**src/rtl/uart_line_pkg.sv**
```systemverilog
// Shared types and constants for the UART line buffer.
package uart_line_pkg;

    typedef enum logic {MODE_CUT, MODE_LINE} mode_e;
    typedef enum logic {ST_RUN, ST_DISCARD} state_e;

    localparam logic [7:0] DEFAULT_TERM = 8'h0A;
    localparam int unsigned DROP_W = 8;

endpackage

```
**src/rtl/uart_line_ram.sv**
```systemverilog
// DEPTH x DATA_WIDTH storage: synchronous write, asynchronous read, contents not reset.
module uart_line_ram #(
    parameter int unsigned DATA_WIDTH = 8,
    parameter int unsigned DEPTH      = 16
) (
    input  logic                     clk,
    input  logic                     we,
    input  logic [$clog2(DEPTH)-1:0] waddr,
    input  logic [DATA_WIDTH-1:0]    wdata,
    input  logic [$clog2(DEPTH)-1:0] raddr,
    output logic [DATA_WIDTH-1:0]    rdata
);

    logic [DATA_WIDTH-1:0] mem [DEPTH];

    always_ff @(posedge clk) begin
        if (we) begin
            mem[waddr] <= wdata;
        end
    end

    assign rdata = mem[raddr];

endmodule

```
**src/rtl/uart_line_buffer.sv**
```systemverilog
// Byte buffer between uart_rx and uart_tx with cut-through and store-and-forward line modes.
module uart_line_buffer
    import uart_line_pkg::*;
#(
    parameter int unsigned          DATA_WIDTH = 8,
    parameter int unsigned          DEPTH      = 16,
    parameter logic [DATA_WIDTH-1:0] TERM      = DATA_WIDTH'(DEFAULT_TERM)
) (
    input  logic                         clk,
    input  logic                         rst,
    input  logic                         mode_i,
    input  logic [DATA_WIDTH-1:0]        s_axis_tdata,
    input  logic                         s_axis_tvalid,
    output logic                         s_axis_tready,
    output logic [DATA_WIDTH-1:0]        m_axis_tdata,
    output logic                         m_axis_tvalid,
    input  logic                         m_axis_tready,
    output logic [$clog2(DEPTH+1)-1:0]   level_o,
    output logic                         overflow_o,
    output logic [DROP_W-1:0]            drop_cnt_o
);

    localparam int unsigned PTR_W = $clog2(DEPTH);
    localparam int unsigned CNT_W = $clog2(DEPTH + 1);

    logic [PTR_W-1:0] wr_ptr;
    logic [PTR_W-1:0] cm_ptr;
    logic [PTR_W-1:0] rd_ptr;
    logic [CNT_W-1:0] cnt;
    logic [CNT_W-1:0] avail;
    state_e           state_q;
    mode_e            mode_q;

    logic             wr_fire;
    logic             rd_fire;
    logic             is_term;
    logic             full;
    logic             store;
    logic             commit;
    logic             overflow;
    logic [CNT_W-1:0] uncommitted;
    logic [PTR_W-1:0] wr_ptr_inc;
    logic [PTR_W-1:0] wr_ptr_next;
    logic [PTR_W-1:0] cm_ptr_next;
    logic [CNT_W-1:0] cnt_next;
    logic [CNT_W-1:0] avail_next;
    state_e           state_next;
    mode_e            mode_next;
    logic             tready_next;

    uart_line_ram #(
        .DATA_WIDTH (DATA_WIDTH),
        .DEPTH      (DEPTH)
    ) u_ram (
        .clk   (clk),
        .we    (store),
        .waddr (wr_ptr),
        .wdata (s_axis_tdata),
        .raddr (rd_ptr),
        .rdata (m_axis_tdata)
    );

    // Next-state for pointers, counts, mode and discard FSM.
    always_comb begin
        wr_fire     = s_axis_tvalid & s_axis_tready;
        rd_fire     = m_axis_tvalid & m_axis_tready;
        is_term     = (s_axis_tdata == TERM);
        full        = (cnt == CNT_W'(DEPTH));
        uncommitted = cnt - avail;
        wr_ptr_inc  = wr_ptr + PTR_W'(1);
        store       = 1'b0;
        commit      = 1'b0;
        overflow    = 1'b0;
        state_next  = state_q;
        wr_ptr_next = wr_ptr;
        cm_ptr_next = cm_ptr;
        cnt_next    = cnt;
        avail_next  = avail;
        mode_next   = mode_q;

        if (wr_fire) begin
            if (mode_q == MODE_CUT) begin
                store  = 1'b1;
                commit = 1'b1;
            end else if (state_q == ST_DISCARD) begin
                if (is_term) begin
                    state_next = ST_RUN;
                end
            end else if (full) begin
                // Full test uses the pre-update count even if a read frees a slot now.
                overflow   = 1'b1;
                state_next = ST_DISCARD;
            end else begin
                store  = 1'b1;
                commit = is_term;
            end
        end

        if (overflow) begin
            wr_ptr_next = cm_ptr;
            cnt_next    = avail;
        end else if (store) begin
            wr_ptr_next = wr_ptr_inc;
            cnt_next    = cnt + CNT_W'(1);
        end

        // A commit releases every pending byte plus the one being written.
        if (commit) begin
            cm_ptr_next = wr_ptr_inc;
            avail_next  = avail + uncommitted + CNT_W'(1);
        end

        if (rd_fire) begin
            cnt_next   = cnt_next - CNT_W'(1);
            avail_next = avail_next - CNT_W'(1);
        end

        // Mode only switches on a line boundary with no write in flight.
        if (state_q == ST_RUN && uncommitted == '0 && !wr_fire) begin
            mode_next = mode_e'(mode_i);
        end

        tready_next = (mode_next == MODE_LINE) || (cnt_next != CNT_W'(DEPTH));
    end

    // State and registered outputs.
    always_ff @(posedge clk) begin
        if (rst) begin
            wr_ptr        <= '0;
            cm_ptr        <= '0;
            rd_ptr        <= '0;
            cnt           <= '0;
            avail         <= '0;
            state_q       <= ST_RUN;
            mode_q        <= MODE_CUT;
            s_axis_tready <= 1'b1;
            m_axis_tvalid <= 1'b0;
            overflow_o    <= 1'b0;
            drop_cnt_o    <= '0;
        end else begin
            wr_ptr        <= wr_ptr_next;
            cm_ptr        <= cm_ptr_next;
            cnt           <= cnt_next;
            avail         <= avail_next;
            state_q       <= state_next;
            mode_q        <= mode_next;
            s_axis_tready <= tready_next;
            m_axis_tvalid <= (avail_next != '0);
            overflow_o    <= overflow;
            if (rd_fire) begin
                rd_ptr <= rd_ptr + PTR_W'(1);
            end
            if (overflow && drop_cnt_o != {DROP_W{1'b1}}) begin
                drop_cnt_o <= drop_cnt_o + DROP_W'(1);
            end
        end
    end

    assign level_o = cnt;

endmodule

```
**config.mk**
```make
export PLATFORM = sky130hd
export DESIGN_NAME = uart_line_buffer
export DESIGN_NICKNAME = d
export VERILOG_FILES = /design/src/rtl/uart_line_pkg.sv /design/src/rtl/uart_line_ram.sv /design/src/rtl/uart_line_buffer.sv
export SDC_FILE = /design/constraint.sdc
export NUM_CORES = 1
export LEC_CHECK = 0
export CAP_MARGIN = 15
export CORE_AREA = 5 5 162 164
export DETAILED_ROUTE_END_ITERATION = 10
export DIE_AREA = 0 0 167 169
export GPL_TIMING_DRIVEN = 0
export PLACE_DENSITY = 0.52
export REMOVE_ABC_BUFFERS = 1
export SYNTH_ARGS = -nofsm -noshare
export SYNTH_HDL_FRONTEND = slang
export SYNTH_SLANG_ARGS = --single-unit
```
**constraint.sdc**
```tcl
create_clock -name clk -period 2.9 [get_ports clk]
set_input_delay 0.58 -clock clk [delete_from_list [all_inputs] [get_ports clk]]
set_output_delay 0.58 -clock clk [all_outputs]
set_load 0.02 [all_outputs]
```
== Yosys cells after proc, flatten, opt, wreduce, memory -nomap -nowiden ==
Memories as Yosys holds them, arrays and structs flattened. A register that Yosys moved wholly into a read port is not among the register bits.
Cells that the tools add are included.
Word-level totals
  bits of input ports: 13
  memory bits (writable): 128
  flip-flop bits (word level): 35
  output and inout bits: 24
  memories: 1
Memories
  u_ram.mem: depth 16, bits a word 8, rd ports 1, clocked after memory_dff 1, wr ports 1, RTL line uart_line_ram.sv:14  | logic [DATA_WIDTH-1:0] mem [DEPTH];
Operators by class
  equal/unequal tests: 4
  reduce and logical (&&, ||, !) cells: 9
  bitwise operators: 3
  add/subtract/negate cells: 9
  muxes and demuxes: 26
Operator list (count)
  $mux 5: 5
  $mux 1: 17
  $mux 4: 4
  $add 5x1->5 const B: 2
  $sub 5x1->5 const B: 2
  $add 4x1->4 const B: 2
  $add 8x1->8 const B: 1
  $eq 8x4->1 const B: 1
  $ne 8x8->1 const B: 1
  $add 5x5->5: 1
  $eq 5x5->1 const B: 1
  $logic_not 5->1: 1
  $ne 5x5->1 const B: 1
  $reduce_bool 5->1: 1
  $sub 5x5->5: 1
  $logic_and 1x1->1: 3
  $and 1x1->1: 2
  $reduce_and 2->1: 1
  $reduce_bool 2->1: 1
  $logic_not 1->1: 1
  $logic_or 1x1->1: 1
  $not 1->1: 1

== Logic depth before layout (Yosys ltp) ==
  depth after elaboration: 11
  depth in mapped cells: 13

== Hierarchy ==
Synthesis repeated with hierarchy kept, for this count alone.
Unflattened totals
  cell total of the unflattened synthesis: 477
  area, all modules: 7156.9 µm²
By module, submodules not included
  uart_line_ram: instances 1, area each 4987.3 µm², cells each 221, seq. area each 3843.7 µm²
  uart_line_buffer: instances 1, area each 2169.6 µm², cells each 256, seq. area each 700.7 µm²

== Worst setup path after synthesis ==
Ideal clock, no wire load.
  path kind: register -> register
  from: register cnt[0] (netlist: level_o[0])
  to: register m_axis_tvalid
  path buffers: 0
  path slack: -292 ps
  stages on the path, launching flop included: 14
  data arrival time: 3072 ps
  required time: 2780 ps
  library setup time: 120 ps
  period minus slack after synthesis: 3192 ps
  path through: dfxtp_1 -> inv_1 -> ha_1 -> inv_1 -> fa_1 -> inv_1 -> fa_1 -> mux2_2 -> ha_1 -> nand2_1 -> nand2_1 -> a21oi_1 -> a211o_1 -> a211o_1
On the way
  cells in the longest elaborated chain, start to end: 9
RTL lines
  start, declared: RTL line uart_line_buffer.sv:29  | logic [CNT_W-1:0] cnt;
  start signal, assigned: RTL line uart_line_buffer.sv:143  | cnt <= cnt_next;
  branches (longest 5 deep; another with $sub 5x5->5)
  $mux 5 (*): RTL line uart_line_buffer.sv:108  | if (commit) begin
  $sub 5x1->5: RTL line uart_line_buffer.sv:115  | avail_next = avail_next - CNT_W'(1);
  $mux 5 (*): RTL line uart_line_buffer.sv:113  | if (rd_fire) begin
  $reduce_bool 5->1 (*): RTL line uart_line_buffer.sv:148  | m_axis_tvalid <= (avail_next != '0);
  end signal, assigned: RTL line uart_line_buffer.sv:148
  end, declared: RTL line uart_line_buffer.sv:16  | output logic m_axis_tvalid,
Mark *: on every way between the ends.
A chain may end at the register's enable or synchronous reset.

== Worst setup path in the final report ==
Same ends and word-level chain as after synthesis.

==> flow_metrics.py <==
metrics = {
    "outcome": {
        "status": "complete, but fails checks",
        "violations": "setup timing",
    },
    "routing": {
        "route.detailed.drc": 0,
        "firstDrtPassIters": 5,
        "postRouteAntennaNets": 0,
        "drtIter0Drc": 263,
        "wl_per_cell_um": 18.5,
        "vias_per_cell": 4.75,
        "vias": 4176,
        "drt_wl_total_um": 16300,
    },
    "place": {
        "place_congestion": 0.810,
        "io_buffers": 36,
        "hpwl_um": 10700,
    },
    "die": {
        "fp.dieH_um": 169,
        "num_rows": 58,
        "die_w_um": 167,
        "num_io_pins": 37,
        "die-area_mm2": 0.0282,
        "floorplan.initialDensity": 0.294,
        "coreArea_mm2": 0.0247,
    },
    "finish": {
        "fin_nets": 568,
        "layout_common_cells": "128 x edfxtp_1, 42 x nor2_1, 40 x mux4_2, 33 x dfxtp_1, 26 x nand2_1",
        "drive_above_1_share": 0.277,
        "final_common_cell": "edfxtp_1",
        "synthToLayoutAreaGrowth_pct": 22.4,
    },
    "cts": {
        "htreeDepth": 4,
        "cts_tree": "built",
        "clk_pin_slew_ps": 70,
        "cts_buffer_depth": 2,
        "clock-root-buffer": "clkbuf_16",
        "clock-sinks": 167,
        "cts-hold-fix-buffers": 0,
        "clk-insertion-delay-late_ps": 430,
        "cts_inserted_buffers": 17,
    },
    "sta": {
        "hold-worst-slack_ps": 459,
        "slew_violations": 0,
        "period_minus_slack_ps": 3150,
        "tightest_slew_ps": 1080,
        "fin_crit_sh": 1.09,
        "setup_violations": 3,
        "fin_ws_ps": -247,
        "relSlewSlack": 0.279,
        "fmax_ghz": 0.318,
        "clock-skew-final_ps": 11.7,
        "rsz0062_at_grt": "yes",
        "finalHoldViolations": 0,
    },
    "synth": {
        "netlist_area_mm2": 0.00727,
        "yosysWarningCount": 0,
        "seq_area_frac_synth": 0.636,
        "avgSynthCellArea_um2": 15.3,
        "synth_cell_types": 55,
        "ys.flop_type": "edfxtp_1",
        "syn_inst": 477,
        "synth-async-reset-ratio": 0,
        "synth.ff_latch_count": 167,
        "synth_edf_count": 128,
    },
    "grt": {
        "gr-total-overflow": 0,
        "grt_first_pass_wirelength_um": 26100,
        "track_usage": 0.121,
        "grt_max_degree": 33,
        "antenna_found_initial": 0,
        "first_global_vias": 4433,
    },
    "job": {
        "maxCapViolCount": 0,
    },
    "setup_path": {
        "reg2reg_depth": 14,
        "crit_buf_inv": 4,
        "critPathKind": "register to register",
        "required_ps": 3220,
        "r2r_slack_ps": -250,
        "cp_slowest_cell": "fa_1",
        "arrival_ps": 3470,
        "crit_family": "adder cells",
        "startpoint_type": "register",
        "path_cells": "inv_4 > ha_4 > inv_2 > fa_1 > inv_1 > fa_1 > nand4_1 > buf_4 > nor4_4 > o31ai_2 > a2111o_1 > o211ai_1 > a211o_1 > a211o_1",
        "r2r-end": "m_axis_tvalid",
        "critPathCaptureType": "register",
        "reg2reg_from": "level_o[0]",
        "cp_max_fo": 4,
        "slowest_delay_ps": 550,
    },
    "hold_path": {
        "hold_end": "cm_ptr[1]",
        "hp-class": "register to register",
        "whs_path_depth": 2,
        "worstHoldStart": "cm_ptr[1]",
    },
    "power_and_ir_drop": {
        "power_density_mw_per_mm2": 892,
        "power_leakage_nw": 2.92,
        "p_total_mw": 7.94,
        "peakVddDrop_uv": 525,
    },
}
==> cell type report <==
| cell class | count | area, um^2 |
|---|---|---|
| Timing Repair Buffer | 59 | 573 |
| Multi-Input combinational cell | 277 | 2620 |
| Sequential cell | 167 | 4640 |
| Tap cell | 330 | 413 |
| Clock inverter | 15 | 173 |
| Clock buffer | 17 | 425 |
| Inverter | 13 | 51.3 |
| Fill cell | 2357 | 15800 |
| Antenna cell | 1 | 2.50 |
==> how the worst max path moves through the flow <==
stage / from / to / slack, ps / cells past startpoint
global route: level_o[0] / m_axis_tvalid / -410 / 14
global placement: register / m_axis_tdata[7] / -1520 / 3
detailed placement: s_axis_tdata[5] / m_axis_tvalid / -1370 / 11
CTS: s_axis_tdata[0] / m_axis_tvalid / -250 / 10
finish: level_o[0] / m_axis_tvalid / -250 / 14
floorplan: register / m_axis_tdata[0] / -310 / 2
==> where the power goes <==
part           leakage [nW]  internal [mW]  switching (mW)
sequential             1.48           2.77           0.158
clock                 0.293           1.24            1.05
combinational          1.15           1.33            1.40
==> logic make-up (layout without fill, tap and decap cells) <==
kind of cell | count (synthesis) | count (layout) | synth area share
fa+ha+maj | 20 | 20 | 0.0365
other cells | 0 | 1 | 0
xor+xnor | 26 | 26 | 0.0313
flops | 167 | 167 | 0.636
compound gates | 56 | 56 | 0.0561
buf+inv | 33 | 104 | 0.0186
simple gates | 131 | 131 | 0.0922
mux | 44 | 44 | 0.130
==> routing by layer <==
metal  vias to the layer above  track usage  wire length [um]
met5                         -            0                 0
li1                       1965            -                 -
met2                        83        0.206              8350
met1                      2116        0.157              7150
met4                         0       0.0260               178
met3                        12       0.0301               599
==> cells in the mapped netlist, types with 3 or more instances <==
cell type    n  area, um^2
edfxtp_1   128        3840
nor2_1      44         165
mux4_2      40         901
dfxtp_1     39         781
nand2_1     27         101
ha_1        18         225
xnor2_1     15         131
clkbuf_1    13        48.8
inv_1       13        48.8
a21oi_1     12        60.1
nand3_1     11        55.1
xor2_1      11        96.3
a211oi_1     8        60.1
nor3_1       8        40.0
a21o_1       6        45.0
buf_1        6        22.5
and2_1       5        31.3
o21ai_0      5        25.0
nand2b_1     4        25.0
nand4_1      4        25.0
nor4_1       4        25.0
o21a_1       4        30.0
or3_1        4        25.0
and3_1       3        18.8
o31ai_1      3        22.5
==> what timing repair did <==
item	in CTS	in global routing
endpoints found under the setup margin	16	18
setup buffers	12	4
cloned	1	0
pin swaps	10	4
resized for setup	76	18
==> sequential cells by signal (all words and copies together), names as in the netlist, named ones only <==
name           flops
rd_ptr             4
s_axis_tready      1
mode_q             1
level_o            5
cm_ptr             4
avail              5
wr_ptr             4
u_ram.mem        128
drop_cnt_o         8
m_axis_tvalid      1
state_q            1
overflow_o         1
==> tightest hold or removal path, stage by stage, from the launching register on <==
cell and delay (ps):
dfxtp_1 310, nand2_1 50, a21oi_1 50
==> stage by stage <==
| stage | TNS (ps) | std cells | area [um^2] | worst slack (ps) | utilization |
|---|---|---|---|---|---|
| after floorplan | -2840 | 457 | 7190 | -312 | - |
| after global placement | -41680 | 823 | 7960 | -1520 | 0.322 |
| after detailed placement | -15860 | 828 | 8050 | -1370 | 0.325 |
| after CTS | -348 | 873 | 8820 | -255 | 0.356 |
| after global routing | -1200 | 878 | 8900 | -411 | 0.360 |
| final | -534 | 879 | 8900 | -247 | 0.360 |
Note: power is estimated with default switching activity, not from simulation.
